File: src/rtl/hazard_pkg.sv
// Shared types and reset values for the pipeline hazard controller.
package hazard_pkg;

    typedef enum logic [1:0] {
        RUN      = 2'b00,
        MEM_WAIT = 2'b01
    } state_t;

    localparam state_t RST_STATE   = RUN;
    localparam logic   RST_TIMEOUT = 1'b0;

endpackage

File: src/rtl/hazard_control_unit_if.sv
// Hazard-controller bus: pipeline status in (master drives), stage controls and counters out.
interface hazard_control_unit_if #(
    parameter int CNT_W = 16
);
    logic [4:0]       id_rs;
    logic [4:0]       id_rt;
    logic             id_uses_rt;
    logic             ex_memread;
    logic [4:0]       ex_destreg;
    logic             ex_branch_taken;
    logic             mem_req;
    logic             mem_ready;
    logic             pc_write;
    logic             ifid_write;
    logic             idex_write;
    logic             exmem_write;
    logic             idex_bubble;
    logic             ifid_flush;
    logic             memwb_bubble;
    logic             mem_timeout;
    logic [CNT_W-1:0] stall_cycles;
    logic [CNT_W-1:0] flush_count;

    modport master (
        output id_rs, id_rt, id_uses_rt, ex_memread, ex_destreg,
               ex_branch_taken, mem_req, mem_ready,
        input  pc_write, ifid_write, idex_write, exmem_write, idex_bubble,
               ifid_flush, memwb_bubble, mem_timeout, stall_cycles, flush_count
    );

    modport slave (
        input  id_rs, id_rt, id_uses_rt, ex_memread, ex_destreg,
               ex_branch_taken, mem_req, mem_ready,
        output pc_write, ifid_write, idex_write, exmem_write, idex_bubble,
               ifid_flush, memwb_bubble, mem_timeout, stall_cycles, flush_count
    );
endinterface

File: src/rtl/sat_counter.sv
// Event counter that sticks at all-ones instead of wrapping.
module sat_counter #(
    parameter int WIDTH = 16
) (
    input  logic             clk,
    input  logic             rst,
    input  logic             inc,
    output logic [WIDTH-1:0] count
);
    logic [WIDTH-1:0] cnt_q;
    logic [WIDTH-1:0] cnt_d;

    always_comb begin
        cnt_d = cnt_q;
        if (inc && (cnt_q != '1)) cnt_d = cnt_q + WIDTH'(1);
    end

    always_ff @(posedge clk or posedge rst) begin
        if (rst) cnt_q <= '0;
        else     cnt_q <= cnt_d;
    end

    assign count = cnt_q;
endmodule

File: src/rtl/hazard_control_unit.sv
// Stall/flush/freeze sequencing for the 5-stage pipeline, with performance
// counters and a sticky data-memory timeout flag.
module hazard_control_unit
    import hazard_pkg::*;
#(
    parameter int MAX_WAIT = 64,
    parameter int CNT_W    = 16
) (
    input  logic                  clk,
    input  logic                  rst,
    hazard_control_unit_if.slave  hz
);
    localparam int                WAIT_W     = $clog2(MAX_WAIT + 1);
    localparam logic [WAIT_W-1:0] WAIT_LIMIT = WAIT_W'(MAX_WAIT);

    state_t            state_q, state_d;
    logic [WAIT_W-1:0] wait_cnt_q, wait_cnt_d;
    logic              timeout_q, timeout_d;

    logic freeze, branch_act, load_use, stall_act;
    logic stall_inc, flush_inc;
    logic [CNT_W-1:0] stall_cnt, flush_cnt;

    always_comb begin
        freeze     = hz.mem_req & ~hz.mem_ready;
        load_use   = hz.ex_memread && (hz.ex_destreg != 5'd0) &&
                     ((hz.ex_destreg == hz.id_rs) ||
                      (hz.id_uses_rt && (hz.ex_destreg == hz.id_rt)));
        branch_act = ~freeze & hz.ex_branch_taken;
        // A taken branch squashes the ID instruction, so its load-use match is moot.
        stall_act  = ~freeze & ~hz.ex_branch_taken & load_use;
        stall_inc  = ~rst & (freeze | stall_act);
        flush_inc  = ~rst & branch_act;
    end

    always_comb begin
        hz.pc_write     = 1'b1;
        hz.ifid_write   = 1'b1;
        hz.idex_write   = 1'b1;
        hz.exmem_write  = 1'b1;
        hz.idex_bubble  = 1'b0;
        hz.ifid_flush   = 1'b0;
        hz.memwb_bubble = 1'b0;
        if (rst) begin
            hz.pc_write    = 1'b0;
            hz.ifid_write  = 1'b0;
            hz.idex_write  = 1'b0;
            hz.exmem_write = 1'b0;
        end else if (freeze) begin
            hz.pc_write     = 1'b0;
            hz.ifid_write   = 1'b0;
            hz.idex_write   = 1'b0;
            hz.exmem_write  = 1'b0;
            hz.memwb_bubble = 1'b1;
        end else if (branch_act) begin
            hz.ifid_flush  = 1'b1;
            hz.idex_bubble = 1'b1;
        end else if (stall_act) begin
            hz.pc_write    = 1'b0;
            hz.ifid_write  = 1'b0;
            hz.idex_bubble = 1'b1;
        end
    end

    // The wait count covers freeze cycles spent in MEM_WAIT; the entry cycle is in RUN.
    always_comb begin
        state_d    = freeze ? MEM_WAIT : RUN;
        wait_cnt_d = '0;
        if ((state_q == MEM_WAIT) && freeze)
            wait_cnt_d = (wait_cnt_q == WAIT_LIMIT) ? wait_cnt_q : wait_cnt_q + WAIT_W'(1);
        timeout_d = timeout_q | (wait_cnt_d == WAIT_LIMIT);
    end

    always_ff @(posedge clk or posedge rst) begin
        if (rst) begin
            state_q    <= RST_STATE;
            wait_cnt_q <= '0;
            timeout_q  <= RST_TIMEOUT;
        end else begin
            state_q    <= state_d;
            wait_cnt_q <= wait_cnt_d;
            timeout_q  <= timeout_d;
        end
    end

    sat_counter #(.WIDTH(CNT_W)) u_stall_cnt (
        .clk   (clk),
        .rst   (rst),
        .inc   (stall_inc),
        .count (stall_cnt)
    );

    sat_counter #(.WIDTH(CNT_W)) u_flush_cnt (
        .clk   (clk),
        .rst   (rst),
        .inc   (flush_inc),
        .count (flush_cnt)
    );

    assign hz.mem_timeout  = timeout_q;
    assign hz.stall_cycles = stall_cnt;
    assign hz.flush_count  = flush_cnt;
endmodule

File: src/flat_wrapper.sv
// flat-port wrapper written by rule: the top's interface ports become plain ports
module hazard_control_unit_flat import hazard_pkg::*;
#(
    parameter int MAX_WAIT = 64,
    parameter int CNT_W    = 16
)
  (clk, rst, hz_id_rs, hz_id_rt, hz_id_uses_rt, hz_ex_memread, hz_ex_destreg, hz_ex_branch_taken, hz_mem_req, hz_mem_ready, hz_pc_write, hz_ifid_write, hz_idex_write, hz_exmem_write, hz_idex_bubble, hz_ifid_flush, hz_memwb_bubble, hz_mem_timeout, hz_stall_cycles, hz_flush_count);
  hazard_control_unit_if #(.CNT_W(CNT_W)) hz_i ();
  input  logic clk;
  input  logic rst;
  input wire logic [$bits(hz_i.id_rs)-1:0] hz_id_rs;
  input wire logic [$bits(hz_i.id_rt)-1:0] hz_id_rt;
  input wire logic [$bits(hz_i.id_uses_rt)-1:0] hz_id_uses_rt;
  input wire logic [$bits(hz_i.ex_memread)-1:0] hz_ex_memread;
  input wire logic [$bits(hz_i.ex_destreg)-1:0] hz_ex_destreg;
  input wire logic [$bits(hz_i.ex_branch_taken)-1:0] hz_ex_branch_taken;
  input wire logic [$bits(hz_i.mem_req)-1:0] hz_mem_req;
  input wire logic [$bits(hz_i.mem_ready)-1:0] hz_mem_ready;
  output wire logic [$bits(hz_i.pc_write)-1:0] hz_pc_write;
  output wire logic [$bits(hz_i.ifid_write)-1:0] hz_ifid_write;
  output wire logic [$bits(hz_i.idex_write)-1:0] hz_idex_write;
  output wire logic [$bits(hz_i.exmem_write)-1:0] hz_exmem_write;
  output wire logic [$bits(hz_i.idex_bubble)-1:0] hz_idex_bubble;
  output wire logic [$bits(hz_i.ifid_flush)-1:0] hz_ifid_flush;
  output wire logic [$bits(hz_i.memwb_bubble)-1:0] hz_memwb_bubble;
  output wire logic [$bits(hz_i.mem_timeout)-1:0] hz_mem_timeout;
  output wire logic [$bits(hz_i.stall_cycles)-1:0] hz_stall_cycles;
  output wire logic [$bits(hz_i.flush_count)-1:0] hz_flush_count;
  assign hz_i.id_rs = hz_id_rs;
  assign hz_i.id_rt = hz_id_rt;
  assign hz_i.id_uses_rt = hz_id_uses_rt;
  assign hz_i.ex_memread = hz_ex_memread;
  assign hz_i.ex_destreg = hz_ex_destreg;
  assign hz_i.ex_branch_taken = hz_ex_branch_taken;
  assign hz_i.mem_req = hz_mem_req;
  assign hz_i.mem_ready = hz_mem_ready;
  assign hz_pc_write = hz_i.pc_write;
  assign hz_ifid_write = hz_i.ifid_write;
  assign hz_idex_write = hz_i.idex_write;
  assign hz_exmem_write = hz_i.exmem_write;
  assign hz_idex_bubble = hz_i.idex_bubble;
  assign hz_ifid_flush = hz_i.ifid_flush;
  assign hz_memwb_bubble = hz_i.memwb_bubble;
  assign hz_mem_timeout = hz_i.mem_timeout;
  assign hz_stall_cycles = hz_i.stall_cycles;
  assign hz_flush_count = hz_i.flush_count;
  hazard_control_unit #(.MAX_WAIT(MAX_WAIT), .CNT_W(CNT_W)) u_core (.clk(clk), .rst(rst), .hz(hz_i));
endmodule
File: config.mk
export PLATFORM = sky130hd
export DESIGN_NAME = hazard_control_unit_flat
export DESIGN_NICKNAME = d
export VERILOG_FILES = /design/src/rtl/hazard_pkg.sv /design/src/rtl/hazard_control_unit_if.sv /design/src/rtl/sat_counter.sv /design/src/rtl/hazard_control_unit.sv /design/src/flat_wrapper.sv
export SDC_FILE = /design/constraint.sdc
export NUM_CORES = 1
export LEC_CHECK = 0
export CELL_PAD_IN_SITES_DETAIL_PLACEMENT = 1
export CELL_PAD_IN_SITES_GLOBAL_PLACEMENT = 1
export CORE_ASPECT_RATIO = 1.5
export CORE_UTILIZATION = 39
export CTS_CLUSTER_SIZE = 28
export DETAILED_ROUTE_END_ITERATION = 6
export MAX_ROUTING_LAYER = met4
export PLACE_DENSITY = 0.91
export SYNTH_ARGS = -nofsm -noshare
export SYNTH_HDL_FRONTEND = slang
export SYNTH_SLANG_ARGS = --single-unit
File: constraint.sdc
create_clock -name clk -period 4.59 [get_ports clk]
set_input_delay 1.1475 -clock clk [delete_from_list [all_inputs] [get_ports clk]]
set_output_delay 1.1475 -clock clk [all_outputs]
set_load 0.1 [all_outputs]
[After elaboration in Yosys (flattened, before gate mapping)]
Cells that the tools add are included.
Word-level totals
  register bits after elaboration: 42
  input port bits: 22
  output and inout port bits: 40
  logic and storage cells: 53
Cells by class
  add/subtract/negate cells: 3
  equal/unequal tests: 7
  muxes and demuxes: 18
  bitwise logic cells: 12
  reductions and logical operators: 8
Operators with widths (number)
  16-bit by 1-bit adder with 16-bit output (second input constant): 2
  16-bit != test (second input constant): 2
  1-bit two-way mux: 16
  7-bit equality test (second input constant): 2
  7-bit two-way mux: 2
  5-bit equality test: 2
  7-bit by 1-bit adder with 7-bit output (second input constant): 1
  1-bit AND: 6
  1-bit logical AND: 6
  5-bit nonzero test: 1
  1-bit NOT: 4
  2-bit by 1-bit equality test with 1-bit output (second input constant): 1
  1-bit OR: 2
  1-bit logical OR: 1

[Logic depth before layout (Yosys ltp)]
  word-level depth: 9
  gate-level depth with buffers: 8

[Cells and area by module]
Synthesis repeated with hierarchy kept, for this count alone.
Second synthesis, totals
  cell total of the unflattened synthesis: 221
  area, all modules: 2313.5 um2
Modules (own cells, without submodules)
  sat_counter: instances 2, cells each 71, area an instance 805.8 um2, sequential area each 400.4 um2
  hazard_control_unit: instances 1, cells each 79, area an instance 701.9 um2, sequential area each 225.2 um2

[Least setup slack after synthesis]
Ideal clock, no wire load.
  kind: input port to output port
  start point: in hz_mem_req
  end point: out hz_pc_write
  data arrival time: 4.086 ns
  path slack: -0.644 ns
  stages: 4
  path buffers: 1
  path through: nor2b_1 -> nor2_1 -> o31a_1 -> buf_4
Between the ends
  cells in the longest elaborated chain, start to end: 8
  elaborated cells between the ends (all ways): 9
  those cells by class: mux (4); bitwise (5)
RTL lines
  start: declaration: line flat_wrapper.sv:17  | input wire logic [$bits(hz_i.mem_req)-1:0] hz_mem_req;
  1-bit AND *: line hazard_control_unit.sv:25  | freeze = hz.mem_req & ~hz.mem_ready;
  1-bit NOT: line hazard_control_unit.sv:29, hazard_control_unit.sv:31
  1-bit AND (2 in a row): line hazard_control_unit.sv:31  | stall_act = ~freeze & ~hz.ex_branch_taken & load_use;
  1-bit two-way mux (2 in a row)
  1-bit two-way mux * (2 in a row)
  end: declaration: line flat_wrapper.sv:19  | output wire logic [$bits(hz_i.pc_write)-1:0] hz_pc_write;
Mark *: on every way between the ends. The rest lies on a longest branch, timed or not.

[Final worst setup path]
  start point: in hz_ex_destreg[0]
  end point: out hz_ifid_write
Between the ends
  cells in the longest elaborated chain, start to end: 9
  elaborated cells between the ends (all ways): 12
  those cells by class: eq/ne (2); mux (4); bitwise (1); reduce/logical (5)
RTL lines
  start: declaration: line flat_wrapper.sv:15  | input wire logic [$bits(hz_i.ex_destreg)-1:0] hz_ex_destreg;
  5-bit equality test: line hazard_control_unit.sv:28  | (hz.id_uses_rt && (hz.ex_destreg == hz.id_rt)));
  1-bit logical AND: line hazard_control_unit.sv:28
  1-bit logical OR: line hazard_control_unit.sv:27  | ((hz.ex_destreg == hz.id_rs) ||
  1-bit logical AND *: line hazard_control_unit.sv:26  | load_use = hz.ex_memread && (hz.ex_destreg != 5'd0) &&
  1-bit AND *: line hazard_control_unit.sv:31
  1-bit two-way mux *: line hazard_control_unit.sv:58  | end else if (stall_act) begin
  1-bit two-way mux *: line hazard_control_unit.sv:55  | end else if (branch_act) begin
  1-bit two-way mux *: line hazard_control_unit.sv:49  | end else if (freeze) begin
  1-bit two-way mux *: line hazard_control_unit.sv:44  | if (rst) begin
  end: declaration: line flat_wrapper.sv:20  | output wire logic [$bits(hz_i.ifid_write)-1:0] hz_ifid_write;
Marks and branches as above.

==> reports/qor.yml <==
post-cts-setup-buffers: 0
finalCriticalPeriod_ns: 4.13
power_density_nw_per_um2: 471
postCtsHoldBufs: 0
placed_area_um2: 2870
cp-end-kind: "output pin"
fin_util: 0.577
synth_nets: 230
syn_avg_cell_area_um2: 10.5
crit_path_top_delay_cell: "or4_1"
yosys_warnings: 0
place.gp.congestion: 0.784
portBuffers: 61
final_cell_count_no_fill: 338
worst_slew_pin_slew_ns: 1.02
row_count: 32
hold_path.class: "reg2reg"
cts_buffer_depth: 2
hold_viol: 0
route.detailed.drc: 0
cts.sinks: 41
holdPathEnd: "u_core.hz.mem_timeout"
grt_pass1_vias: 1937
yosysUniqueCellTypes: 38
clock_latency_ns: 0.29
ys_ff_latch: 41
drt-pass1-iter-count: 4
track_usage: 0.215
first_iter_violations: 23
cp.arrival_ns: 2.98
routed_via_density: 5.31
die_w_um: 62.6
cts_tree: "done"
cts_buffers: 5
cts-resized-gates: 0
fillCellCount: 560
cts_root_buffer: "clkbuf_8"
overflow: 0
synth_area_um2: 2150
worst-setup-path-type: "in2out"
slew_viol_final: 0
rsz0062_at_grt: "no"
path_clk_slew_ns: 0.07
finalSetupTns_ns: 0
r2r_end: "u_core.u_stall_cnt.count[1]"
synth_top_area_share: 0.478
dp_slack_ns: 0.444
core_um2: 5200
drive_gt1_frac: 0.0889
vdd_drop_max_mv: 0.648
dp_cells: 330
vias: 1795
ios: 62
slowest_delay_ns: 0.55
async_reset_ff_frac: 1.00
diodes: 0
dp_hpwl_um: 4080
path_max_fanout: 3
power.leakage_nw: 1.29
rr_worst_depth: 7
initial_core_util: 0.412
skew_ns: 0.00808
die_y_um: 92.9
post-route-cell-area_um2: 3000
htreeDepth: 2
hp-start: "u_core.hz.mem_timeout"
yosys.area.top_type: "dfrtp_1"
grt_max_degree: 42
die_area_um2: 5810
maxSlewHeadroom: 0.318
synthFlopType: "dfrtp_1"
nets: 295
timing.rr.start: "u_core.u_stall_cnt.count[0]"
wire_per_inst_um: 16.2
synth_area_leaders: "dfrtp_1 (48%), xnor2_1 (11%), xor2_1 (6.9%), nand3_1 (4.2%), and3_1 (3.2%)"
status: "finished, final reports clean"
wl_um: 5490
max_freq_mhz: 242
fin_ws_ns: 0.460
ant_nets: 0
hold_depth: 1
areaGrowthSynthToFinish_pct: 39.8
grt_pass1_wl_um: 9380
antenna_found_initial: 0
synth-seq-area-share: 0.478
synth_edf_count: 0
start_kind: "input port"
maxCapViolations: 0
synth_cells: 204
fin_crit_sh: 0.900
ff2ff_setup_slack_ns: 2.14
finalSetupViolCount: 0
worstPathRequired_ns: 3.44
path_cells: "clkdlybuf4s50_1 -> or4_1 -> o21ai_1 -> o31a_1 -> buf_12"
## flip-flops by register name, indices dropped and copies added (netlist names)
register / flops
u_core.hz.mem_timeout: 1
u_core.u_stall_cnt.count: 16
u_core.wait_cnt_q: 7
u_core.u_flush_cnt.count: 16
u_core.state_q: 1
## kinds of logic after synthesis
family,count (synthesis),synth area share
and+or+nand+nor,83,0.210
muxes,3,0.0152
buffers and inverters,14,0.0297
DFF,41,0.478
adders and majority gates,4,0.0233
AOI/OAI and AO/OA,15,0.0641
xor gates and xnor gates,44,0.179
## layer usage
layer  vias up  part of all wire  track usage  wire length, um
met2        54              0.57        0.396             3150
met3         7             0.044       0.0394              241
met4         0             0.017       0.0775               94
met1       899              0.37        0.227             2010
li1        835                 -            -                -
met5         -                 0            -                0
## cell usage after synthesis (all sizes together), types with 6 or more instances
cell type  number
and3           11
dfrtp          41
inv             9
nand2          12
nand3          18
nand4           9
nor2           13
nor3            6
xnor2          27
xor2           17
## metrics by stage
step | power [mW] | hold slack [ns]
finish | 1.41 | 0.478
CTS | 1.42 | 0.493
global route | 1.46 | 0.505
detailed placement | 1.08 | 0.474
global placement | 1.07 | 0.451
floorplan | 0.914 | 0.524
## critical path, delay by kind of cell
family                 cells  cell delay [ns]
buffers and inverters      2             0.67
AO/OA/AOI/OAI              2             0.61
AND/OR/NAND/NOR            1             0.55
## final cells by class
type / instances / area (um^2) / share of cell area
clock buffer: 5 / 68.8 / 0.0229
sequential: 41 / 1030 / 0.342
clock inverter: 3 / 65.1 / 0.0217
inverter: 9 / 33.8 / 0.0113
tap: 68 / 85.1 / 0.0283
multi-input combinational: 149 / 1060 / 0.355
timing repair buffer: 63 / 658 / 0.219
## where the power goes
part           internal [mW]  total (mW)  switching (mW)  leakage (nW)
Clock                  0.216       0.338           0.122        0.0681
Combinational          0.150       0.608           0.458         0.669
Sequential             0.407       0.466          0.0589         0.551
## worst max-delay path by stage
| stage | from | end | slack, ns | depth (start not counted) |
|---|---|---|---|---|
| after CTS | hz_ex_destreg[2] | hz_ifid_write | 0.44 | 5 |
| after detailed placement | hz_ex_destreg[2] | hz_ifid_write | 0.44 | 5 |
| after global placement | hz_ex_destreg[0] | hz_ifid_write | 0.48 | 5 |
| after global routing | hz_ex_destreg[0] | hz_pc_write | 0.38 | 5 |
| final | hz_ex_destreg[0] | hz_ifid_write | 0.46 | 5 |
| after floorplan | hz_mem_req | hz_pc_write | -0.12 | 4 |
## cells in the final DEF (no fill, tap or decap), types with 5 or more instances in the layout
master,instances
and3_1,11
buf_4,5
clkbuf_8,5
clkdlybuf4s50_1,54
dfrtp_1,41
inv_1,9
nand2_1,12
nand3_1,18
nand4_1,9
nor2_1,12
nor3_1,5
xnor2_1,27
xor2_1,17
Power figures use the tool's default switching activity.
==> RTL change 1 (same settings) <==
`CNT_W` is set to 16 in 3 places; all go to 20.
--- a/src/rtl/hazard_control_unit_if.sv
+++ b/src/rtl/hazard_control_unit_if.sv
@@ -1,6 +1,6 @@
 // Hazard-controller bus: pipeline status in (master drives), stage controls and counters out.
 interface hazard_control_unit_if #(
-    parameter int CNT_W = 16
+    parameter int CNT_W = 20
 );
     logic [4:0]       id_rs;
     logic [4:0]       id_rt;
--- a/src/rtl/hazard_control_unit.sv
+++ b/src/rtl/hazard_control_unit.sv
@@ -4,7 +4,7 @@
     import hazard_pkg::*;
 #(
     parameter int MAX_WAIT = 64,
-    parameter int CNT_W    = 16
+    parameter int CNT_W    = 20
 ) (
     input  logic                  clk,
     input  logic                  rst,
--- a/src/flat_wrapper.sv
+++ b/src/flat_wrapper.sv
@@ -2,7 +2,7 @@
 module hazard_control_unit_flat import hazard_pkg::*;
 #(
     parameter int MAX_WAIT = 64,
-    parameter int CNT_W    = 16
+    parameter int CNT_W    = 20
 )
   (clk, rst, hz_id_rs, hz_id_rt, hz_id_uses_rt, hz_ex_memread, hz_ex_destreg, hz_ex_branch_taken, hz_mem_req, hz_mem_ready, hz_pc_write, hz_ifid_write, hz_idex_write, hz_exmem_write, hz_idex_bubble, hz_ifid_flush, hz_memwb_bubble, hz_mem_timeout, hz_stall_cycles, hz_flush_count);
   hazard_control_unit_if #(.CNT_W(CNT_W)) hz_i ();
Interface: changed (resized hz_flush_count and hz_stall_cycles); port bits go from 62 to 70. No check against the original RTL was run, so the function may have changed too.
==> RTL change 1 against the unedited design <==
- wire length is 19% higher
- critical path depth stayed put
- worst setup slack worse by 0.065 ns
- sequential share of layout area is 0.78 points higher
- power is 3.7% lower
- first-iteration DRC count grew to 3.9 times the old value
- sequential cell count is 8 higher
- synthesized area is 22% higher
- largest cell class unchanged
- final area is 17% higher
==> RTL change 1: results (changes against the unedited design) <==
Status
  – Status: finished, final reports clean (unchanged)

STA
  – Clock skew: 0.007580 ns (was 0.008075 ns)
  – Fmax: 238.4 MHz (was 242.2 MHz)
  – Worst Hold Margin: 0.4731 ns (was 0.4781 ns)
  – Max-Slew Margin vs Limit: 33.53% (was 31.82%)

Worst setup path
  – Reg2Reg Setup Slack: 2.04 ns (was 2.14 ns)
  – Crit-path max FO: 4 (was 3)
  – Worst setup path endpoint: hz_pc_write (was hz_ifid_write)

Placed design
  – GPL Wtd Cong: 0.8135 (was 0.7840)
  – Pre-CTS WS: 0.3637 ns (was 0.4441 ns)
  – I/O Buffers: 69 (was 61)
  – Placed Cells: 384 (was 330)
  – Placed Instance Area: 3417 µm² (was 2868 µm²)

Layout
  – Ratio of cells with drive above 1 in the final layout: 10.76% (was 8.889%)
  – Layout Nets: 341 (was 295)
  – # fillers: 722 (was 560)

GRT
  – Gr usage total: 21.37% (was 21.53%)
  – Met3 Track Usage GR: 3.683% (was 3.941%)
  – GR Util met1: 23.41% (was 22.70%)
  – Pin count of the biggest net entering global routing: 50 (was 42)
  – M2 GR Usage: 37.86% (was 39.58%)

Synthesis
  – Post-synthesis sequential area ratio: 46.96% (was 47.79%)
  – Yosys cell types: 45 (was 38)
  – Count of mapped cells out of synthesis: 242 (was 204)
  – Commonest cells post-synth: dfrtp_1 (49), xnor2_1 (33), nor2_1 (19), xor2_1 (19), nand2_1 (17) (was dfrtp_1 (41), xnor2_1 (27), nand3_1 (18))
  – Syn nets: 268 (was 230)

Power
  – Pwr dens: 388.1 nW/µm² (was 470.7 nW/µm²)
  – Part of the power in registers: 39.3% (was 33.0%)
  – Pleak: 1.488 nW (was 1.288 nW)
  – Max VDD drop: 0.0004408 V (was 0.0006483 V)
  – Comb pwr share: 41.3% (was 43.1%)

Clock network
  – Reg clk slew, reported paths: 0.10 ns (was 0.07 ns)
  – Clk Latency, worst-skew pair: 0.31 ns (was 0.29 ns)

Detailed routing
  – DR iter-0 viols: 90 (was 23)
  – DR WL/cell: 16.61 µm (was 16.25 µm)
  – Vias per cell: 5.395 (was 5.311)
  – Vias post-DR: 2115 (was 1795)
## RTL change 1: final cells by class
class                      count  share of cell area (%)
clock inverter                 3                  0.6065
sequential                    49                   34.96
tap                           76                   2.711
clock buffer                   5                   1.962
timing repair buffer          71                   21.05
multi-input combinational    181                   37.96
inverter                       7                  0.7492
## RTL change 1: layer usage
layer / up-vias / wire length, µm
met4: 0 / 105
li1: 991 / -
met2: 42 / 3617
met5: - / 0
met1: 1073 / 2585
met3: 9 / 202
## RTL change 1: cell families after synthesis
kind of cell | Yosys count | share of synthesized area [%]
AO/OA/AOI/OAI | 13 | 4.409
XOR/XNOR | 52 | 17.44
adder cells (fa/ha/maj) | 4 | 1.917
buffers and inverters | 12 | 2.347
flip-flops | 49 | 46.96
multiplexers | 4 | 1.629
AND/OR/NAND/NOR | 108 | 25.30
## RTL change 1: worst max-delay path: cells and delay by family
kind / cells / cell delay [ns]
compound gates: 2 / 0.65
buf+inv: 2 / 0.69
simple gates: 1 / 0.55
==> RTL change 2 (same flow settings) <==
Without the edit above. Reset style: synchronous (`rst`), changed in 2 clocked blocks.
--- a/src/rtl/sat_counter.sv
+++ b/src/rtl/sat_counter.sv
@@ -15,7 +15,7 @@
         if (inc && (cnt_q != '1)) cnt_d = cnt_q + WIDTH'(1);
     end
 
-    always_ff @(posedge clk or posedge rst) begin
+    always_ff @(posedge clk) begin
         if (rst) cnt_q <= '0;
         else     cnt_q <= cnt_d;
     end
--- a/src/rtl/hazard_control_unit.sv
+++ b/src/rtl/hazard_control_unit.sv
@@ -71,7 +71,7 @@
         timeout_d = timeout_q | (wait_cnt_d == WAIT_LIMIT);
     end
 
-    always_ff @(posedge clk or posedge rst) begin
+    always_ff @(posedge clk) begin
         if (rst) begin
             state_q    <= RST_STATE;
             wait_cnt_q <= '0;
Behaviour: differs if rst is asserted again (counterexample within 4 cycles, from zero or initial values and one cycle with rst high); with rst held inactive, the same outputs for 10 cycles.
==> RTL change 2 against the unedited design <==
- clock skew is 0.0013 ns higher
- sequential cell count stayed put
- synthesized area is 0.47% lower
- wire length is 17% higher
- worst setup slack better by 0.051 ns
- final area is 0.63% lower
- critical path type unchanged
Power is not compared: it rests on default switching activity, and its combinational part moved more than twofold at a synthesized area within 25%.
==> RTL change 2: results (changes against the unedited design) <==
Status
  – Status: finished, final reports clean (unchanged)

Synthesis
  – Post-synthesis average cell area: 8.381 µm² (was 10.52 µm²)
  – Synth Area in Compound Gates: 16.98% (was 6.410%)
  – Syn nets: 281 (was 230)
  – Commonest cells post-synth: dfxtp_1 (41), nor2_1 (24), a21oi_1 (23) (was dfrtp_1 (41), xnor2_1 (27), nand3_1 (18))
  – Yosys cell types: 41 (was 38)
  – Adder-Cell Fraction of Synth Area: 2.342% (was 2.331%)
  – Synth warn: 0 (unchanged)
  – Multiplexer share of the synthesized area: 0.9368% (was 1.515%)
  – Async SR Flop Fraction: 0% (was 100.0%)
  – Post-Synth XOR/XNOR Area: 9.426% (was 17.95%)
  – Post-synthesis sequential area ratio: 38.41% (was 47.79%)
  – Synth area leaders: dfxtp_1 (38%), xnor2_1 (6.6%), a21oi_1 (5.4%) (was dfrtp_1 (48%), xnor2_1 (11%), xor2_1 (6.9%))

Layout
  – Ratio of cells with drive above 1 in the final layout: 7.278% (was 8.889%)
  – Multi-input combinational gate total: 198 (was 149)
  – # fillers: 613 (was 560)
  – Clock buf/inv share: 3.901% (was 4.460%)
  – Layout Nets: 341 (was 295)
  – Seq. cell area: 820.8 µm² (was 1026 µm²)
  – Final core utilization: 57.31% (was 57.67%)
  – Clock buffer count: 7 (was 5)
  – Fraction of area in multi-input gates: 41.65% (was 35.47%)
  – Non-clock buffer share: 23.32% (was 21.93%)

GRT
  – M2 GR Usage: 44.47% (was 39.58%)
  – Gr usage total: 24.09% (was 21.53%)
  – First-pass GRT wire length: 10.61 mm (was 9.384 mm)
  – Met3 Track Usage GR: 5.049% (was 3.941%)
  – Grt ovf: 0 (unchanged)
  – GR Util met1: 22.85% (was 22.70%)
  – Pin count of the biggest net entering global routing: 34 (was 42)
  – Vias in the first global route: 2275 (was 1937)

Placed design
  – Placed Instance Area: 2867 µm² (was 2868 µm²)
  – Pre-CTS WS: 0.5045 ns (was 0.4441 ns)
  – GPL Wtd Cong: 0.8236 (was 0.7840)
  – Placed Cells: 376 (was 330)

Detailed routing
  – DR iter-0 viols: 20 (was 23)
  – Wire length on met1: 2.388 mm (was 2.005 mm)
  – WL met3: 306 µm (was 241 µm)
  – Routed met2 length: 3.520 mm (was 3.149 mm)
  – Vias per cell: 5.682 (was 5.311)
  – Vias post-DR: 2182 (was 1795)
  – Routed WL: 6.447 mm (was 5.491 mm)

Clock network
  – CTS Root Cell: clkbuf_8 (unchanged)
  – Clk Latency, worst-skew pair: 0.30 ns

Worst setup path
  – CP arrival: 2.93 ns (was 2.98 ns)
  – R2R depth: 6 (was 7)
  – Cell family with most CP delay: buffers and inverters (unchanged)

STA
  – Clock skew: 0.009362 ns (was 0.008075 ns)
  – Slew @ Worst Pin: 1.006 ns (was 1.019 ns)

Min path
  – WHS Path Cells: 2 (was 1)

Power
  – Comb pwr share: 16.0%
## RTL change 2: cell types whose count changed in the layout (fill, tap and decap cells not counted), sizes merged, moves of 5 or more
cell / delta
dfrtp: -41
dfxtp: +41
a21oi: +20
or3: +16
o21ai: +15
nor2: +11
xnor2: -11
xor2: -10
and3: -6
and4: +5
## RTL change 2: final timing paths
kind | startpoint | end | slack [ns]
min | u_core.hz.mem_timeout$_SDFF_PP0_ | u_core.hz.mem_timeout$_SDFF_PP0_ | 0.51
min reg2reg | u_core.hz.mem_timeout$_SDFF_PP0_ | u_core.hz.mem_timeout$_SDFF_PP0_ | 0.51
max | hz_ex_destreg[3] | hz_ifid_write | 0.51
max reg2reg | u_core.u_stall_cnt.count[0]$_SDFFE_PP0P_ | u_core.u_stall_cnt.count[9]$_SDFFE_PP0P_ | 2.37
